$ cat src/rtl/exec_mem_latch.sv
// Y86-64 execute-to-memory boundary: holds the CC register, evaluates cnd, and latches the E->M register.
// Optional macro UNSIGNED_COND_EN adds the unsigned conditions b (ifun 7) and a (ifun 8) on CF.
module exec_mem_latch #(
  parameter int BIT_WID = 64
) (
  input  logic               clk,
  input  logic               rst_n,
  input  logic               e_valid,
  input  logic [3:0]         e_icode,
  input  logic [3:0]         e_ifun,
  input  logic [BIT_WID-1:0] e_valE,
  input  logic [BIT_WID-1:0] e_valA,
  input  logic [3:0]         e_dstE,
  input  logic [3:0]         e_dstM,
  input  logic [3:0]         alu_cc,
  input  logic               set_cond,
  input  logic               m_exc,
  input  logic               stall,
  input  logic               bubble,
  output logic [3:0]         cc,
  output logic               cnd,
  output logic               m_valid,
  output logic [3:0]         m_icode,
  output logic               m_cnd,
  output logic [BIT_WID-1:0] m_valE,
  output logic [BIT_WID-1:0] m_valA,
  output logic [3:0]         m_dstE,
  output logic [3:0]         m_dstM
);

  localparam logic [3:0] ICODE_NOP  = 4'h1;
  localparam logic [3:0] ICODE_CMOV = 4'h2;
  localparam logic [3:0] RNONE      = 4'hF;
  localparam logic [3:0] CC_RESET   = 4'b0001;

  logic [3:0]         cc_q, cc_d;
  logic               m_valid_q, m_valid_d;
  logic [3:0]         m_icode_q, m_icode_d;
  logic               m_cnd_q, m_cnd_d;
  logic [BIT_WID-1:0] m_valE_q, m_valE_d;
  logic [BIT_WID-1:0] m_valA_q, m_valA_d;
  logic [3:0]         m_dstE_q, m_dstE_d;
  logic [3:0]         m_dstM_q, m_dstM_d;

  logic zf, sf, of_f, lt;
  logic cnd_c;

  assign zf   = cc_q[0];
  assign sf   = cc_q[1];
  assign of_f = cc_q[2];
  assign lt   = sf ^ of_f;

  // Evaluated on the registered flags only, so an OPq's result reaches the instruction behind it.
  always_comb begin
    cnd_c = 1'b0;
    case (e_ifun)
      4'd0:    cnd_c = 1'b1;
      4'd1:    cnd_c = lt | zf;
      4'd2:    cnd_c = lt;
      4'd3:    cnd_c = zf;
      4'd4:    cnd_c = ~zf;
      4'd5:    cnd_c = ~lt;
      4'd6:    cnd_c = ~lt & ~zf;
`ifdef UNSIGNED_COND_EN
      4'd7:    cnd_c = cc_q[3];
      4'd8:    cnd_c = ~cc_q[3] & ~zf;
`endif
      default: cnd_c = 1'b0;
    endcase
  end

  always_comb begin
    cc_d = cc_q;
    if (set_cond && e_valid && !m_exc && !stall) begin
      cc_d = alu_cc;
    end
  end

  always_comb begin
    m_valid_d = m_valid_q;
    m_icode_d = m_icode_q;
    m_cnd_d   = m_cnd_q;
    m_valE_d  = m_valE_q;
    m_valA_d  = m_valA_q;
    m_dstE_d  = m_dstE_q;
    m_dstM_d  = m_dstM_q;
    if (bubble) begin
      m_valid_d = 1'b0;
      m_icode_d = ICODE_NOP;
      m_cnd_d   = 1'b0;
      m_valE_d  = '0;
      m_valA_d  = '0;
      m_dstE_d  = RNONE;
      m_dstM_d  = RNONE;
    end else if (!stall) begin
      m_valid_d = e_valid;
      m_icode_d = e_icode;
      m_cnd_d   = cnd_c;
      m_valE_d  = e_valE;
      m_valA_d  = e_valA;
      // A cmov whose condition fails must not write its destination.
      m_dstE_d  = (e_icode == ICODE_CMOV && !cnd_c) ? RNONE : e_dstE;
      m_dstM_d  = e_dstM;
    end
  end

  always_ff @(posedge clk or negedge rst_n) begin
    if (!rst_n) begin
      cc_q      <= CC_RESET;
      m_valid_q <= 1'b0;
      m_icode_q <= ICODE_NOP;
      m_cnd_q   <= 1'b0;
      m_valE_q  <= '0;
      m_valA_q  <= '0;
      m_dstE_q  <= RNONE;
      m_dstM_q  <= RNONE;
    end else begin
      cc_q      <= cc_d;
      m_valid_q <= m_valid_d;
      m_icode_q <= m_icode_d;
      m_cnd_q   <= m_cnd_d;
      m_valE_q  <= m_valE_d;
      m_valA_q  <= m_valA_d;
      m_dstE_q  <= m_dstE_d;
      m_dstM_q  <= m_dstM_d;
    end
  end

  assign cc      = cc_q;
  assign cnd     = cnd_c;
  assign m_valid = m_valid_q;
  assign m_icode = m_icode_q;
  assign m_cnd   = m_cnd_q;
  assign m_valE  = m_valE_q;
  assign m_valA  = m_valA_q;
  assign m_dstE  = m_dstE_q;
  assign m_dstM  = m_dstM_q;

endmodule

$ cat config.mk
export PLATFORM = sky130hd
export DESIGN_NAME = exec_mem_latch
export DESIGN_NICKNAME = d
export VERILOG_FILES = /design/src/rtl/exec_mem_latch.sv
export SDC_FILE = /design/constraint.sdc
export NUM_CORES = 1
export LEC_CHECK = 0
export ABC_AREA = 1
export CORE_MARGIN = 1.5
export CORE_UTILIZATION = 39
export CTS_BUF_LIST = sky130_fd_sc_hd__clkbuf_8
export CTS_CLUSTER_DIAMETER = 150
export DETAILED_ROUTE_END_ITERATION = 12
export PLACE_DENSITY = 0.78
export SKIP_CTS_REPAIR_TIMING = 1
export SYNTH_ARGS = -nofsm -noshare
export SYNTH_HDL_FRONTEND = slang
export SYNTH_SLANG_ARGS = --single-unit
$ cat constraint.sdc
create_clock -name clk -period 2.3 [get_ports clk]
set_input_delay 0.69 -clock clk [delete_from_list [all_inputs] [get_ports clk]]
set_output_delay 0.69 -clock clk [all_outputs]
set_load 0.01 [all_outputs]
Yosys cells after proc, flatten, opt, wreduce, memory -nomap -nowiden
Index checks and enable logic that the tools add are counted.
{"block": "word_totals", "register_bits": 146, "input_bits": 155, "output_inout_bits": 147, "wordCells": 45}
{"block": "classes", "n_eq_ne": 8, "mux": 16, "bitwise": 5, "n_reduce_logical": 8}
{"operator": "$mux W64", "count": 4}
{"operator": "$mux W4", "count": 7}
{"operator": "$eq A4 B2 Y1 const B", "count": 3}
{"operator": "$eq A4 B3 Y1 const B", "count": 3}
{"operator": "$pmux W1 S7", "count": 1}
{"operator": "$eq A4 B1 Y1 const B", "count": 1}
{"operator": "$logic_and A1 B1 Y1", "count": 4}
{"operator": "$logic_not A4 Y1", "count": 1}
{"operator": "$mux W1", "count": 4}
{"operator": "$logic_not A1 Y1", "count": 3}
{"operator": "$ne A2 B1 Y1 const B", "count": 1}
{"operator": "$not A1 Y1", "count": 2}
{"operator": "$and A1 B1 Y1", "count": 1}
{"operator": "$or A1 B1 Y1", "count": 1}
{"operator": "$xor A1 B1 Y1", "count": 1}

Longest topological paths before layout
{"block": "depth", "depth_word": 9, "depth_mapped": 9, "ltp_nobuf": 9}

Worst setup path after synthesis
No wires, ideal clock.
{"block": "synth_path", "kind": "input port to output port", "from": "input e_ifun[1]", "to": "output cnd", "arrival_time_ns": 1.131, "required_time_ns": 1.610, "setup_slack_ns": 0.479, "cell_stages": 7, "path_buffers": 0, "path_cell_list": "inv_1 > nand2_2 > nand3_1 > nor2_1 > nor2_1 > nand2_2 > inv_1"}
{"block": "synth_via", "elab_chain_len": 2, "elab_cells_between_ends": 8, "cone_classes": "6 x eq/ne; 1 x mux; 1 x reduce/logical"}
{"item": "start, declared", "line": "10", "text": "input logic [3:0] e_ifun,"}
{"item": "$eq A4 B3 Y1 (tied with other cells)", "line": "56", "text": "case (e_ifun)"}
{"item": "$pmux W1 S7 (*)", "line": "56"}
{"item": "end, declared", "line": "21", "text": "output logic cnd,"}
Every way passes the cells marked *; elsewhere a longest branch is shown, timed or not.

Final worst setup path
{"block": "layout_path", "from": "input e_ifun[3]", "to": "output cnd"}
Same word-level chain as after synthesis.

==> results.tsv <==
metric	value	unit
detailed-route DRC error count	0	
Clock transition at path regs	80	ps
Max clock buf depth	2	
WS Path Type	in -> out	
Worst EP required	1610	ps
ys async rst share	100	%
Post-synth top cells	nand3_1, nand2_1, dfrtp_1	
DRT Wirelength	18.5	mm
global-route wire length before repair	28.9	mm
gpl congestion	0.806	
worst-margin pin slew	714	ps
die width	128	um
total count of hold-check failures in the final report	0	
initial antenna violation count	0	
Antenna Nets Post-Route	0	
Final min period	2290	ps
register area share after synthesis	59.9	%
proportion of layout cells with a drive suffix above 1	8.16	%
max-slew violations	0	
Fin Clk Skew	9.77	ps
Final Cycle Share	99.5	%
top-area cell type share of the netlist area	55.6	%
outcome	finished clean	
Sink Count	146	
Mapped Cells	668	
Startpoint Class	primary input	
Area contributors post-synth	dfrtp_1, nand3_1, nand2_1	
Main synth FF type	dfrtp_1	
drt wl/cell	15.7	um
final instance area	9920	um2
H-tree levels	4	
flops & latches, synth	146	
HP Class	in -> async	
placement-stage cell area	9450	um2
total CTS buffers	17	
GR Overflow Total	0	
Total Power	6.35	mW
CTS tree	built	
Initial Utilization	40.1	%
die footprint	16500	um2
Synth Warn #	0	
Vias	5881	
drt first-iter violations	304	
Pwr per Cell Area	640	nW/um2
crit path DAT	1600	ps
total track usage	22.4	%
EDFF count, synth	0	
clock root cell	clkbuf_8	
Yosys cell types	20	
Syn Std Cell Area	6120	um2
largest net degree at the start of global routing	73	
unrepaired setup endpoints after global routing	yes	
post-synth net total	823	
n_diodes	0	
CP max FO	2	
IO buf count	301	
Top Ports	302	
Synth area leader	dfrtp_1	
Core Util, Final	65.0	%
# nets final	1110	
routed vias/inst	4.99	
Syn Area/Cell	9.16	um2
top-count cell post-synth	nand3_1	
Max-Cap Viols	0	
Crit. End Element	output pin	
P&R area growth vs syn	62.2	%
slew margin rel.	52.4	%
Pre-antenna DRT Iters	4	
Max Freq	437	MHz
Core ar.	15300	um2
DIE HEIGHT	128	um
HPWL after DPL	12.7	mm
leak pwr	4.75	nW
clock latency on the worst-skew pair	430	ps
Final Hold Slack	203	ps
maximum VDD drop	0.413	mV
vias in the first global route	5704	
setup TNS	0	ps
Setup violations, final	0	
reg2reg path depth	8	
Placement Rows	45	
-- routing by layer --
layer	GRT usage [%]	vias to the layer above	share of wire (%)
met2	36.4	256	47
met3	7.60	34	9.7
met5	0	-	0
met4	8.66	0	2.4
met1	27.6	2762	41
li1	-	2829	-
-- area by class of cell --
cell class | instances | area [um2]
Multi-Input combinational cell | 452 | 2100
Inverter | 10 | 45.0
Fill cell | 1254 | 5330
Clock inverter | 15 | 240
Sequential cell | 146 | 3670
Timing Repair Buffer | 328 | 3380
Tap cell | 211 | 264
Clock buffer | 17 | 234
-- registers in the layout (all words and copies together), names as in the netlist --
signal   cells
m_cnd        1
m_valE      64
cc           4
m_valid      1
m_dstE       4
m_valA      64
m_dstM       4
m_icode      4
-- cells in the final DEF, fill, tap and decap left out, drive strengths merged, types with 3 or more instances in the layout --
master           n
clkdlybuf4s50  295
buf             30
nand2          154
clkbuf          17
nor2            14
dfstp           10
bufinv           6
dlymetal6s2s     3
inv             11
dfrtp          136
nand3          271
a21oi            7
clkinv           6
-- worst max-delay path, cell delays in order --
cell and delay [ps]:
clkdlybuf4s50_1 400, o21bai_1 150, nor2_1 130, nand2_2 70
inv_1 50, buf_2 120
-- power by group --
group,switching (mW),internal [mW]
clock network,0.985,1.40
logic,0.511,0.643
registers,0.0883,2.73
-- cell families after synthesis --
kind of cell / Yosys count / synth area share (%)
AOI/OAI and AO/OA: 11 / 0.981
buffers and inverters: 70 / 5.85
DFF: 146 / 59.9
muxes: 1 / 0.245
and+or+nand+nor: 440 / 33.0
-- metrics by stage --
stage,setup WS [ps],std cells
2_1_floorplan,479,668
4_1_cts,-549,1179
6_report,11.4,1179
3_5_place_dp,-544,1147
3_3_place_gp,-511,1147
5_1_grt,-29.1,1179
-- final timing paths --
check | startpoint | endpoint | slack [ps]
worst max-delay path | e_ifun[3] | cnd | 10
worst min-delay path | rst_n | m_valE[42] | 200
worst max register to register | cc[0] | m_dstE[3] | 950
worst min register to register | m_dstM[0] | m_dstM[0] | 500
max in group asynchronous | rst_n | m_icode[0] | 1460
min in group clk | m_dstM[0] | m_dstM[0] | 500
(Power assumes the default switching activity.)
